==> src/rtl/uart_tx_device.sv <==
// Memory-mapped 8N1 UART transmitter with a byte TX FIFO.
// DATA at addr_i[2]=0 (write pushes a byte), STATUS at addr_i[2]=1.
module uart_tx_device #(
   parameter int CLK_DIVISOR = 434,
   parameter int FIFO_DEPTH  = 16
) (
   input  logic        clk_i,
   input  logic        reset_i,
   input  logic [31:0] addr_i,
   input  logic [31:0] write_data_i,
   input  logic [3:0]  write_mask_i,
   output logic [31:0] read_data_o,
   output logic        tx_o,
   output logic        irq_o
);

   localparam int AW = $clog2(FIFO_DEPTH);
   localparam int CW = $clog2(CLK_DIVISOR);
   localparam logic [CW-1:0] RELOAD = CW'(CLK_DIVISOR - 1);
   localparam logic [CW-1:0] BONE   = CW'(1);
   localparam logic [AW:0]   PONE   = (AW + 1)'(1);

   typedef enum logic [1:0] {
      IDLE,
      START,
      DATA,
      STOP
   } state_t;

   state_t        state;
   state_t        state_n;
   logic [CW-1:0] baud;
   logic [CW-1:0] baud_n;
   logic [2:0]    bit_idx;
   logic [2:0]    bit_idx_n;
   logic [7:0]    shift;
   logic [7:0]    shift_n;
   logic [AW:0]   wptr;
   logic [AW:0]   rptr;
   logic [AW:0]   count;
   logic [7:0]    count8;
   logic [7:0]    mem [FIFO_DEPTH];
   logic [7:0]    head;
   logic          overflow;
   logic          empty;
   logic          full;
   logic          busy;
   logic          pop;
   logic          push;
   logic          data_wr;
   logic          status_wr;
   logic          tick;
   logic          tx_n;
   logic [31:0]   status;
   logic          unused;

   assign unused = ^{addr_i[31:3], addr_i[1:0],
                     write_data_i[31:8], write_mask_i[3:1]};

   assign count  = wptr - rptr;
   assign count8 = 8'(count);
   assign empty  = (wptr == rptr);
   assign full   = (wptr[AW] != rptr[AW]) &&
                   (wptr[AW-1:0] == rptr[AW-1:0]);
   assign busy   = (state != IDLE);
   assign head   = mem[rptr[AW-1:0]];
   assign tick   = (baud == '0);

   assign data_wr   = write_mask_i[0] && !addr_i[2];
   assign status_wr = write_mask_i[0] && addr_i[2];
   // Full is judged on pre-edge state: a same-cycle pop never rescues a write.
   assign push      = data_wr && !full;

   assign status = {16'h0, count8, 4'h0,
                    overflow, empty, full, busy};

   assign tx_n = (state == START) ? 1'b0 :
                 (state == DATA)  ? shift[0] : 1'b1;

   always_comb begin
      state_n   = state;
      baud_n    = baud;
      bit_idx_n = bit_idx;
      shift_n   = shift;
      pop       = 1'b0;
      unique case (state)
         IDLE: begin
            if (!empty) begin
               pop     = 1'b1;
               shift_n = head;
               baud_n  = RELOAD;
               state_n = START;
            end
         end
         START: begin
            baud_n = tick ? RELOAD : baud - BONE;
            if (tick) begin
               state_n = DATA;
            end
         end
         DATA: begin
            baud_n = tick ? RELOAD : baud - BONE;
            if (tick) begin
               shift_n   = {1'b0, shift[7:1]};
               bit_idx_n = bit_idx + 3'd1;
               if (bit_idx == 3'd7) begin
                  state_n = STOP;
               end
            end
         end
         STOP: begin
            baud_n = tick ? RELOAD : baud - BONE;
            if (tick) begin
               // Chain straight into the next start bit when more is queued.
               if (!empty) begin
                  pop     = 1'b1;
                  shift_n = head;
                  state_n = START;
               end else begin
                  baud_n  = '0;
                  state_n = IDLE;
               end
            end
         end
         default: begin
            state_n = IDLE;
         end
      endcase
   end

   always_ff @(posedge clk_i or negedge reset_i) begin
      if (!reset_i) begin
         state       <= IDLE;
         baud        <= '0;
         bit_idx     <= '0;
         shift       <= '0;
         wptr        <= '0;
         rptr        <= '0;
         overflow    <= 1'b0;
         tx_o        <= 1'b1;
         irq_o       <= 1'b0;
         read_data_o <= '0;
      end else begin
         state   <= state_n;
         baud    <= baud_n;
         bit_idx <= bit_idx_n;
         shift   <= shift_n;
         if (push) begin
            wptr <= wptr + PONE;
         end
         if (pop) begin
            rptr <= rptr + PONE;
         end
         if (data_wr && full) begin
            overflow <= 1'b1;
         end else if (status_wr && write_data_i[3]) begin
            overflow <= 1'b0;
         end
         tx_o        <= tx_n;
         irq_o       <= empty && !busy;
         read_data_o <= addr_i[2] ? status : 32'h0;
      end
   end

   always_ff @(posedge clk_i) begin
      if (push) begin
         mem[wptr[AW-1:0]] <= write_data_i[7:0];
      end
   end

endmodule

==> config.mk <==
export PLATFORM = sky130hd
export DESIGN_NAME = uart_tx_device
export DESIGN_NICKNAME = d
export VERILOG_FILES = /design/src/rtl/uart_tx_device.sv
export SDC_FILE = /design/constraint.sdc
export NUM_CORES = 1
export LEC_CHECK = 0
export BUFFER_PORTS_ARGS = -buffer_cell sky130_fd_sc_hd__buf_2
export CAP_MARGIN = 20
export CORE_UTILIZATION = 64
export CTS_BUF_LIST = sky130_fd_sc_hd__clkbuf_8
export DETAILED_ROUTE_END_ITERATION = 8
export HOLD_SLACK_MARGIN = 0.03
export PLACE_DENSITY = 0.93
export SYNTH_ARGS = -nofsm -noshare
export SYNTH_HDL_FRONTEND = slang
export SYNTH_SLANG_ARGS = --single-unit
==> constraint.sdc <==
create_clock -name clk_i -period 7.8 [get_ports clk_i]
set_input_delay 0.78 -clock clk_i [delete_from_list [all_inputs] [get_ports clk_i]]
set_output_delay 0.78 -clock clk_i [all_outputs]
set_load 0.01 [all_outputs]
==> results, run 1 <==
- The detailed-route via count is ~4,200.
- Summing all non-filler instances in the final layout gives an area of approximately 0.008 sq mm.
- The synthesized flop and latch total is between 150 and 200.
- For the worst flop-to-flop path, the logic depth is 6.
- The total number of nets in the final design is between 500 and 600.
- In the layout the commonest cells are sky130_fd_sc_hd__edfxtp_1, sky130_fd_sc_hd__dfrtp_1, sky130_fd_sc_hd__inv_1.
- The fraction of registers with async set or reset after synthesis is between 20% and 30%.
- The overall power of the completed layout is 2.96 mW.
- The congestion estimate from routability-driven global placement came to ~0.94.
- The total of warnings raised by yosys is 0.
- The y dimension of the die is ~110 um.
- The count of input and output buffers is 22.
- Across all hold checks on the routed design, the worst slack comes to around 140 ps.
- Dividing the detail-routed via count by the number of cells gives around 6.4.
- Fill cells in the final layout number 680.
- Counting both buffers and inverters, the worst setup path holds a total of 1.
- The kind of cell adding the most delay to the critical path is simple AND/OR/NAND/NOR gates.
- The area growth from synthesis to layout is 6.95%.
- In this run the power density over the cells is around 370 mW/mm^2.
- Buffers inserted during clock tree synthesis total 17.
- The critical path endpoint category is a register.
- Based on the critical path, the design can be clocked at up to 0.320 GHz.
- The largest net degree at the start of global routing is 45.
- Setup slack on the critical path of the routed design comes to around 4700 ps.
- The count of buffers added by post-CTS timing repair for setup is 0.
- The synthesized netlist occupies a cell area of around 0.0076 sq mm.
- The final hold violation count is 0.
- The final core utilization is a little over two thirds.
- The post-detailed-placement cell area is a little under 0.008 sq mm.
- For this run the aggregate overflow at the end of global routing stands at 0.
- The signal on the critical path passes through inv_1, ha_1, and4_1, a21boi_2, nand3_1, nor2_1.
- The combined area of the multi-input logic cells is roughly 0.0023 sq mm.
- Summed over all layers, the routed wires come to approximately 15,000 um.
- After layout, the worst path uses between 40% and 50% of the clock period.
- Setup repair after global routing left no endpoint under its margin.
- The data arrival time of the critical path is 3220 ps.
- The number of pins exceeding their max-slew limit in the final report is 0.
- The sequential share of the synthesized area is approximately 65%.
- The worst setup path is of the register to register kind.
- VDD sags by at most roughly 0.24 mV.
- The detailed-router iteration count before antenna repair is 5.
- The clock-pin slew on the worst setup and hold paths is 80 ps.
- The HPWL after detailed placement is a little under 10,000 um.
- TritonCTS built the clock tree.
- The worst setup slack before clock tree synthesis is about 4700 ps.
- The number of antenna violations at the first check in global routing is 0.
- Setup total negative slack on the finished layout was measured at 0 ps.
- 0 antenna diodes ended up in the layout.
- The post-synthesis area per instance is 15.6 sq um.
- The number of gates resized after CTS is 0.
- The number of global-route vias before repair is between 4,000 and 5,000.
- After detailed routing, the average wire length per cell comes to 22.2 um.
- The uppermost layer routed is met4.
- Registers take between 0.004 and 0.005 sq mm.
- The count of unresolved DRC violations after routing is 0.
- The reg-to-reg critical path endpoint is mem[13][4].
- Synthesis produced 483 cells.
- Hold repair after CTS inserted 0 buffers.
- By area the synthesized netlist is led by sky130_fd_sc_hd__edfxtp_1, sky130_fd_sc_hd__dfrtp_1, sky130_fd_sc_hd__mux4_2, sky130_fd_sc_hd__ha_1, sky130_fd_sc_hd__buf_4.
- The critical path's slowest cell is sky130_fd_sc_hd__dfrtp_1.
- The total die area is 0.0122 sq mm.
- The worst endpoint required time is just under 8000 ps.
- The total setup violations reported at the end of the flow is 0.
- The clock tree synthesis step divided the H-tree into 4 levels.
- Counting flops with a built-in enable in the synthesized netlist gives ~130.
- The share of the synthesized area in the top cell type is 50.9%.
- Summed over all instances, the cell type with the most area after synthesis is sky130_fd_sc_hd__edfxtp_1.
- The met2 wire length is 7730 um.
- The worst setup path is launched from a register.
- After detailed placement, the design holds a cell count of around 630.
- In this run the worst hold path is classified as primary input to asynchronous set/reset pin.
- Measured along the x axis, the die boundary spans approximately 110 um.
- The later pin in the worst-skew pair is clocked with a latency of between 400 and 500 ps.
- The longest clock path from root to sink contains 2 buffers.
- Once the floorplan was initialized, standard cells occupied between 60% and 70% of the core.
- During I/O placement, the number of pins put on the boundary was roughly 100.
- The sink count of the clock tree is roughly 170.
- The flow ran to the end, and the final reports show no timing, DRC or antenna violations.
- The origin of the critical flop-to-flop path is rptr[3].
- The maximum single-stage delay on the critical path is roughly 660 ps.
- The first global-routing pass estimated 23,300 um of wire.
- After floorplanning, the core was divided into 39 placement rows.
- Across the routed clock network, the largest skew measured is 18.8 ps.
- The smallest clock period supported by the final layout is computed as approximately 3100 ps.
- The core region is about 0.011 sq mm.
- After detailed routing, the wire length on met1 is 5550 um.
- The number of max-cap violations is 0.
- The root cell of the clock tree is sky130_fd_sc_hd__clkbuf_8.
- In the synthesized netlist the dominant register cell turns out to be sky130_fd_sc_hd__edfxtp_1.
- After detailed routing, the met3 layer carries 1110 um of wire.
- The iteration-0 DRC count of the detailed router is 438.
- In this run the worst path has a maximum fanout of 11.
- The slew at the pin with the worst max-slew slack is about 940 ps.
- The remaining max-slew budget at the tightest pin is between 30% and 40%.
- The library cell used most frequently in the layout, excluding fill and tap cells, is sky130_fd_sc_hd__edfxtp_1.
- The distinct cell type count after synthesis is between 60 and 70.
- The fraction of layout instances using a drive strength above 1 is around a fifth.
- Across every metal layer, demand over resource in global routing totals between 20% and 30%.
- In this run the static leakage power is 3.00 nW.
- Leaving out filler cells and counting taps, the final layout contains between 600 and 700.
- The setup slack of the worst register-to-register path is roughly 4700 ps.
- The number of nets still failing antenna checks after routing is 0.
power by group:
part           switching, mW  leakage, nW  internal, mW
combinational          0.645         1.11         0.491
sequential             0.112         1.70          1.12
clock                  0.328        0.186         0.257
registers in the layout (all words and copies together) (netlist names):
name         count
baud             9
bit_idx          3
irq_o            1
mem            128
overflow         1
read_data_o      9
rptr             5
shift            8
state            2
tx_o             1
wptr             5
final cells by class:
type | instances | area share [%]
Clock inverter | 15 | 1.69
Tap cell | 143 | 2.21
Sequential cell | 172 | 61.2
Clock buffer | 17 | 2.89
Inverter | 29 | 1.35
Multi-Input combinational cell | 259 | 28.4
Timing Repair Buffer | 30 | 2.26
worst max-delay path by stage:
stage | startpoint | endpoint | slack, ps | cells past startpoint
detailed placement | rptr[0] | mem[13][4] | 4710 | 6
global route | rptr[0] | mem[13][0] | 4510 | 6
floorplan | rptr[1] | mem[3][0] | 5090 | 7
finish | rptr[3] | mem[13][4] | 4680 | 6
CTS | rptr[0] | mem[13][0] | 4690 | 6
global placement | rptr[0] | mem[13][3] | 4750 | 6
kinds of logic (layout without fill, tap and decap cells):
| logic type | Yosys count | count (layout) | share of synthesized area [%] |
|---|---|---|---|
| mux | 49 | 49 | 10.9 |
| compound gates | 64 | 64 | 6.41 |
| buf+inv | 74 | 91 | 5.28 |
| fa+ha+maj | 18 | 18 | 3.08 |
| xor+xnor | 13 | 13 | 1.61 |
| simple gates | 92 | 92 | 7.25 |
| flops | 172 | 172 | 65.4 |
| other cells | 1 | 23 | 0.0496 |
synth_stat cells, drive strengths merged (8+ instances only):
cell and number:
a21oi 8, and2 10, buf 40, dfrtp 43
edfxtp 128, ha 17, inv 29, mux2 16
mux2i 8, mux4 25, nand2 16, nor2 15
nor2b 8, nor3 9, nor4 8, o21ai 9
xnor2 10
per-layer routing:
metal  vias up  track usage (%)
met2       231             43.3
met4         0             10.9
met5         -                0
met3        37             6.56
met1      2120             32.5
li1       1860                -
worst register-to-register path, delay by kind of cell, from the launching register on:
family | cells | cell delay (ps)
AND/OR/NAND/NOR | 3 | 1140
flip-flops | 1 | 660
adder cells (fa/ha/maj) | 1 | 380
AO/OA/AOI/OAI | 1 | 360
buffers and inverters | 1 | 220
Power figures use the tool's default switching activity.
==> inputs of run 2 (changes only) <==
--- a/config.mk
+++ b/config.mk
@@ -5,13 +5,14 @@
 export SDC_FILE = /design/constraint.sdc
 export NUM_CORES = 1
 export LEC_CHECK = 0
+export ABC_AREA = 1
 export BUFFER_PORTS_ARGS = -buffer_cell sky130_fd_sc_hd__buf_2
 export CAP_MARGIN = 20
-export CORE_UTILIZATION = 64
+export CORE_UTILIZATION = 54
 export CTS_BUF_LIST = sky130_fd_sc_hd__clkbuf_8
 export DETAILED_ROUTE_END_ITERATION = 8
 export HOLD_SLACK_MARGIN = 0.03
-export PLACE_DENSITY = 0.93
+export PLACE_DENSITY = 0.83
 export SYNTH_ARGS = -nofsm -noshare
 export SYNTH_HDL_FRONTEND = slang
 export SYNTH_SLANG_ARGS = --single-unit
==> constraint.sdc (replaced) <==
create_clock -name clk_i -period 2.53 [get_ports clk_i]
set_input_delay 0.253 -clock clk_i [delete_from_list [all_inputs] [get_ports clk_i]]
set_output_delay 0.253 -clock clk_i [all_outputs]
set_load 0.01 [all_outputs]
==> results, run 2 <==
- The routed design has around 16,000 um of wire.
- In the global route stage, met1 resource usage came out at roughly 28%.
- After global routing the overflow that remains totals 0.
- Across the VDD grid, the largest voltage drop is between 0.4 and 0.5 mV.
- Of the total power, combinational logic draws between 10% and 20%.
- The fraction of power consumed by the clock network is about a third.
- The finished layout holds between 1,000 and 1,500 standard cells, fillers aside.
- By count the netlist is led by sky130_fd_sc_hd__nand2_1, sky130_fd_sc_hd__edfxtp_1, sky130_fd_sc_hd__inv_1.
- The clock net in this run drives a total of around 170 sinks.
- After detailed routing, the number of remaining DRC violations is 0.
- The critical path endpoint category is a register.
- The synthesized area is ~0.0081 sq mm.
- The fill cell instance count of the final layout is between 1,000 and 1,500.
- Counting flops with an async set or reset pin after synthesis yields a share of roughly a quarter.
- The first detailed-routing pass ran for 5 iterations.
- The H-tree depth reported by CTS is 4.
- The wire length of the first global-routing pass is 26,100 um.
- The number of global-route vias before repair was 5,266.
- The netlist uses 38 different library cells.
- After synthesis, flip-flops and latches occupy between 60% and 70% of the total area.
- Summed over all nets, the switching power comes to 1.61 mW.
- Detailed placement ended at an HPWL of around 10000 um.
- The number of antenna violations at the first check in global routing was 0.
- The clock-pin slew on the worst setup and hold paths is about 90 ps.
- After synthesis, the mean cell area works out to between 9 and 10 sq um.
- From bottom edge to top edge, the die measures about 120 um.
- Of the cells placed in the final design, the portion with a size suffix greater than 1 is 12.0%.
- The share of the synthesized area in the top cell type is between 40 and 50%.
- The post-route standard cell area excluding fillers is around 0.0088 sq mm.
- From left edge to right edge, the die measures around 120 um.
- The met3 global-route usage is around 4%.
- The final weighted congestion in routability-driven placement is 0.838.
- Summing the areas of all compound-gate instances in the mapped netlist gives 2.32% of the synthesized area.
- Setup violations remaining at the end of the flow were counted as 0.
- The number of synthesized flops with an enable pin is approximately 130.
- The biggest area contributor in the post-synthesis netlist is sky130_fd_sc_hd__edfxtp_1.
- The cell count after synthesis is roughly 830.
- The iteration-0 DRC count of the detailed router is 593.
- The total die area is around 0.015 sq mm.
- The count of buffers added on input and output ports is 22.
- The final hold violation count is 0.
- The global routing stage identified its most utilized layer as met2.
- The I/O pin count is between 100 and 150.
- The worst path uses between 80 and 90% of the clock period.
- The worst setup path is launched from a register.
- Entering global routing, the biggest net connects 49 pins.
- The power density relative to cell area is about 680 mW/mm^2.
- The post-detailed-placement cell area is roughly 0.0084 sq mm.
- The total global-route track usage is about 22%.
- The core footprint is between 0.01 and 0.015 sq mm.
- On the worst path, the slowest cell contributes a delay of ~390 ps.
- The worst hold path belongs to the class primary input to register.
- The flow ran to the end, and the final reports show no timing, DRC or antenna violations.
- The later pin in the worst-skew pair is clocked with a latency of 460 ps.
- The highest clock rate is between 0.4 and 0.5 GHz.
- Clock skew on the completed layout was measured at a little over 8 ps.
- Once placement completed, the tool counted placed cells totaling between 1,000 and 1,500.
- By instance count, the leading cell after synthesis is sky130_fd_sc_hd__nand2_1.
- The static leakage is between 4 and 5 nW.
- The critical path's slowest cell is sky130_fd_sc_hd__dfrtp_1.
- The most used flip-flop cell after synthesis is sky130_fd_sc_hd__edfxtp_1.
- The library cells used most frequently in the layout, excluding fill and tap cells, are sky130_fd_sc_hd__nand2_1, sky130_fd_sc_hd__edfxtp_1, sky130_fd_sc_hd__inv_1.
- By area the synthesized netlist is led by sky130_fd_sc_hd__edfxtp_1, sky130_fd_sc_hd__dfrtp_1, sky130_fd_sc_hd__nand2_1, sky130_fd_sc_hd__nand3_1, sky130_fd_sc_hd__inv_1.
- The number of max-cap violations is 0.
- Setup repair after global routing left no endpoint under its margin.
- The final critical-path required period is 2200 ps.
- In the routed layout, each cell is associated on average with a via count of around 5.3.
- The synthesized netlist devotes under 10% of its cell area to adder and majority cells.
- Of the total power, the share spent switching nets is around 27%.
- The final setup TNS is 0 ps.
- The count of antenna diodes in the layout is 0.
- The initial core utilization is between 50 and 60%.
- The layout-stage area growth over the synthesis result is 8.71%.
- After floorplanning, the core was divided into 44 placement rows.
- Once the clock tree was built, the setup fixing pass inserted 0 buffers.
- The tree is rooted in a sky130_fd_sc_hd__clkbuf_8.
- TritonCTS built the clock tree.
- Walking the worst path, the cells encountered are inv_2, ha_1, nand2_1, nor2_4, nand2_1, nand2_1, buf_4, nor3_1, buf_4.
- The total of warnings raised by yosys is 0.
- The routed wirelength normalized by instance count is between 15 and 20 um.
- The remaining max-slew budget at the tightest pin is 63.7%.
- The share of total power dissipated in sequential elements is 55.7%.
- Of all nets on the critical path, the largest fanout is 21.
- Synthesis inferred roughly 170 register bits.
- Measured against the total synthesized area, the mux share comes to 0%.
- Data on the critical path is required at its endpoint by 2700 ps.
- By area, the combinational part of the netlist is dominated by simple AND/OR/NAND/NOR gates.
- The worst setup path is of the register to register kind.
- The total number of nets in the final design is 960.
- The library cell used most frequently in the layout, excluding fill and tap cells, is sky130_fd_sc_hd__nand2_1.
- The flip-flop count of the largest register, all copies and words added is 128.
- The share of the synthesized netlist area taken by xor and xnor gates is about 1.4%.
- At the worst endpoint, the arrival time is 2380 ps.
- Detailed routing inserted a total of between 5,000 and 6,000 vias.
- The number of nets still failing antenna checks after routing is 0.
- The cell seen most often among critical-path stages is sky130_fd_sc_hd__nand2_1.
- The simple logic cell fraction of the synthesized area is 22.7%.
- Timing analysis after detailed placement gives a worst setup slack of ~350 ps.
- The number of buffers on the longest clock path is 2.
- The internal power of the cells is between 4 and 5 mW.
- In the post-route analysis, the smallest setup slack over all paths is around 330 ps.
- At the pin with the least slew margin, the transition time is between 500 and 600 ps.
- The number of pins exceeding their max-slew limit in the final report is 0.
- The routing usage on met2 is between 30% and 40%.
- The CTS buffer count is 17.
run 2: changes by cell type in the layout (fill, tap and decap cells not counted), sizes merged, moves of 16 or more:
| cell | previous run | this run |
|---|---|---|
| buf | 30 | 47 |
| mux2 | 16 | 0 |
| nor2 | 15 | 56 |
| inv | 36 | 127 |
| nand2 | 16 | 243 |
| nand3 | 5 | 105 |
| mux4 | 25 | 0 |
run 2: cell families after synthesis:
kind of cell,count (synthesis)
compound gates,30
buf+inv,171
xor+xnor,13
other cells,1
simple gates,427
fa+ha+maj,18
flops,172
run 2: layout make-up:
cell class | count | area [sq um] | share of cell area (%)
Clock inverter | 14 | 159 | 1.80
Clock buffer | 17 | 234 | 2.66
Multi-Input combinational cell | 511 | 2460 | 27.9
Timing Repair Buffer | 48 | 320 | 3.64
Inverter | 122 | 458 | 5.20
Sequential cell | 172 | 4950 | 56.2
Tap cell | 184 | 230 | 2.61
run 2: worst max-delay path, delay by kind of cell, from the launching register on:
family | cells | cell delay [ps]
buf+inv | 3 | 690
simple gates | 5 | 510
flops | 1 | 390
fa+ha+maj | 1 | 310
run 2: final timing paths:
check | slack [ps] | start | cells past startpoint | endpoint
setup / recovery | 330 | rptr[1] | 9 | mem[0][4]
hold reg to reg | 480 | overflow | 2 | read_data_o[3]
min in group asynchronous | 280 | reset_i | 2 | irq_o
hold / removal | 50 | addr_i[2] | 3 | read_data_o[3]
setup reg to reg | 330 | rptr[1] | 9 | mem[0][4]
max in group asynchronous | 1680 | reset_i | 3 | wptr[1]
run 2: routing by layer:
layer | up-vias | wire, um | share of wire [%]
li1 | 2705 | - | -
met1 | 2608 | 6410 | 40
met2 | 261 | 7970 | 50
met3 | 43 | 1240 | 7.7
met4 | 0 | 461 | 2.9
met5 | - | 0 | 0
run 2: power by group through the flow:
stage                     clock [mW]  combinational, mW  sequential (mW)
final                           1.91              0.730             3.32
after floorplan                    0              0.477             3.38
after detailed placement           0              0.713             3.38
after global placement             0              0.685             3.37
after CTS                       1.92              0.726             3.32
after global routing            2.03              0.818             3.34
run 2: repair_timing:
item	CTS	global route
gates resized for setup	0	0
hold buffers	1	0
hold endpoints to repair	19	0
endpoints found under the setup margin	0	0
run 2: stage by stage:
stage / power [mW] / util [%] / hold WS, ps
after floorplan: 3.86 / - / -42.6
after detailed placement: 4.09 / 57.6 / 249
after global routing: 6.18 / 60.4 / 57.0
after CTS: 5.96 / 60.4 / 33.9
final: 5.96 / 60.4 / 51.2
after global placement: 4.06 / 57.6 / 247
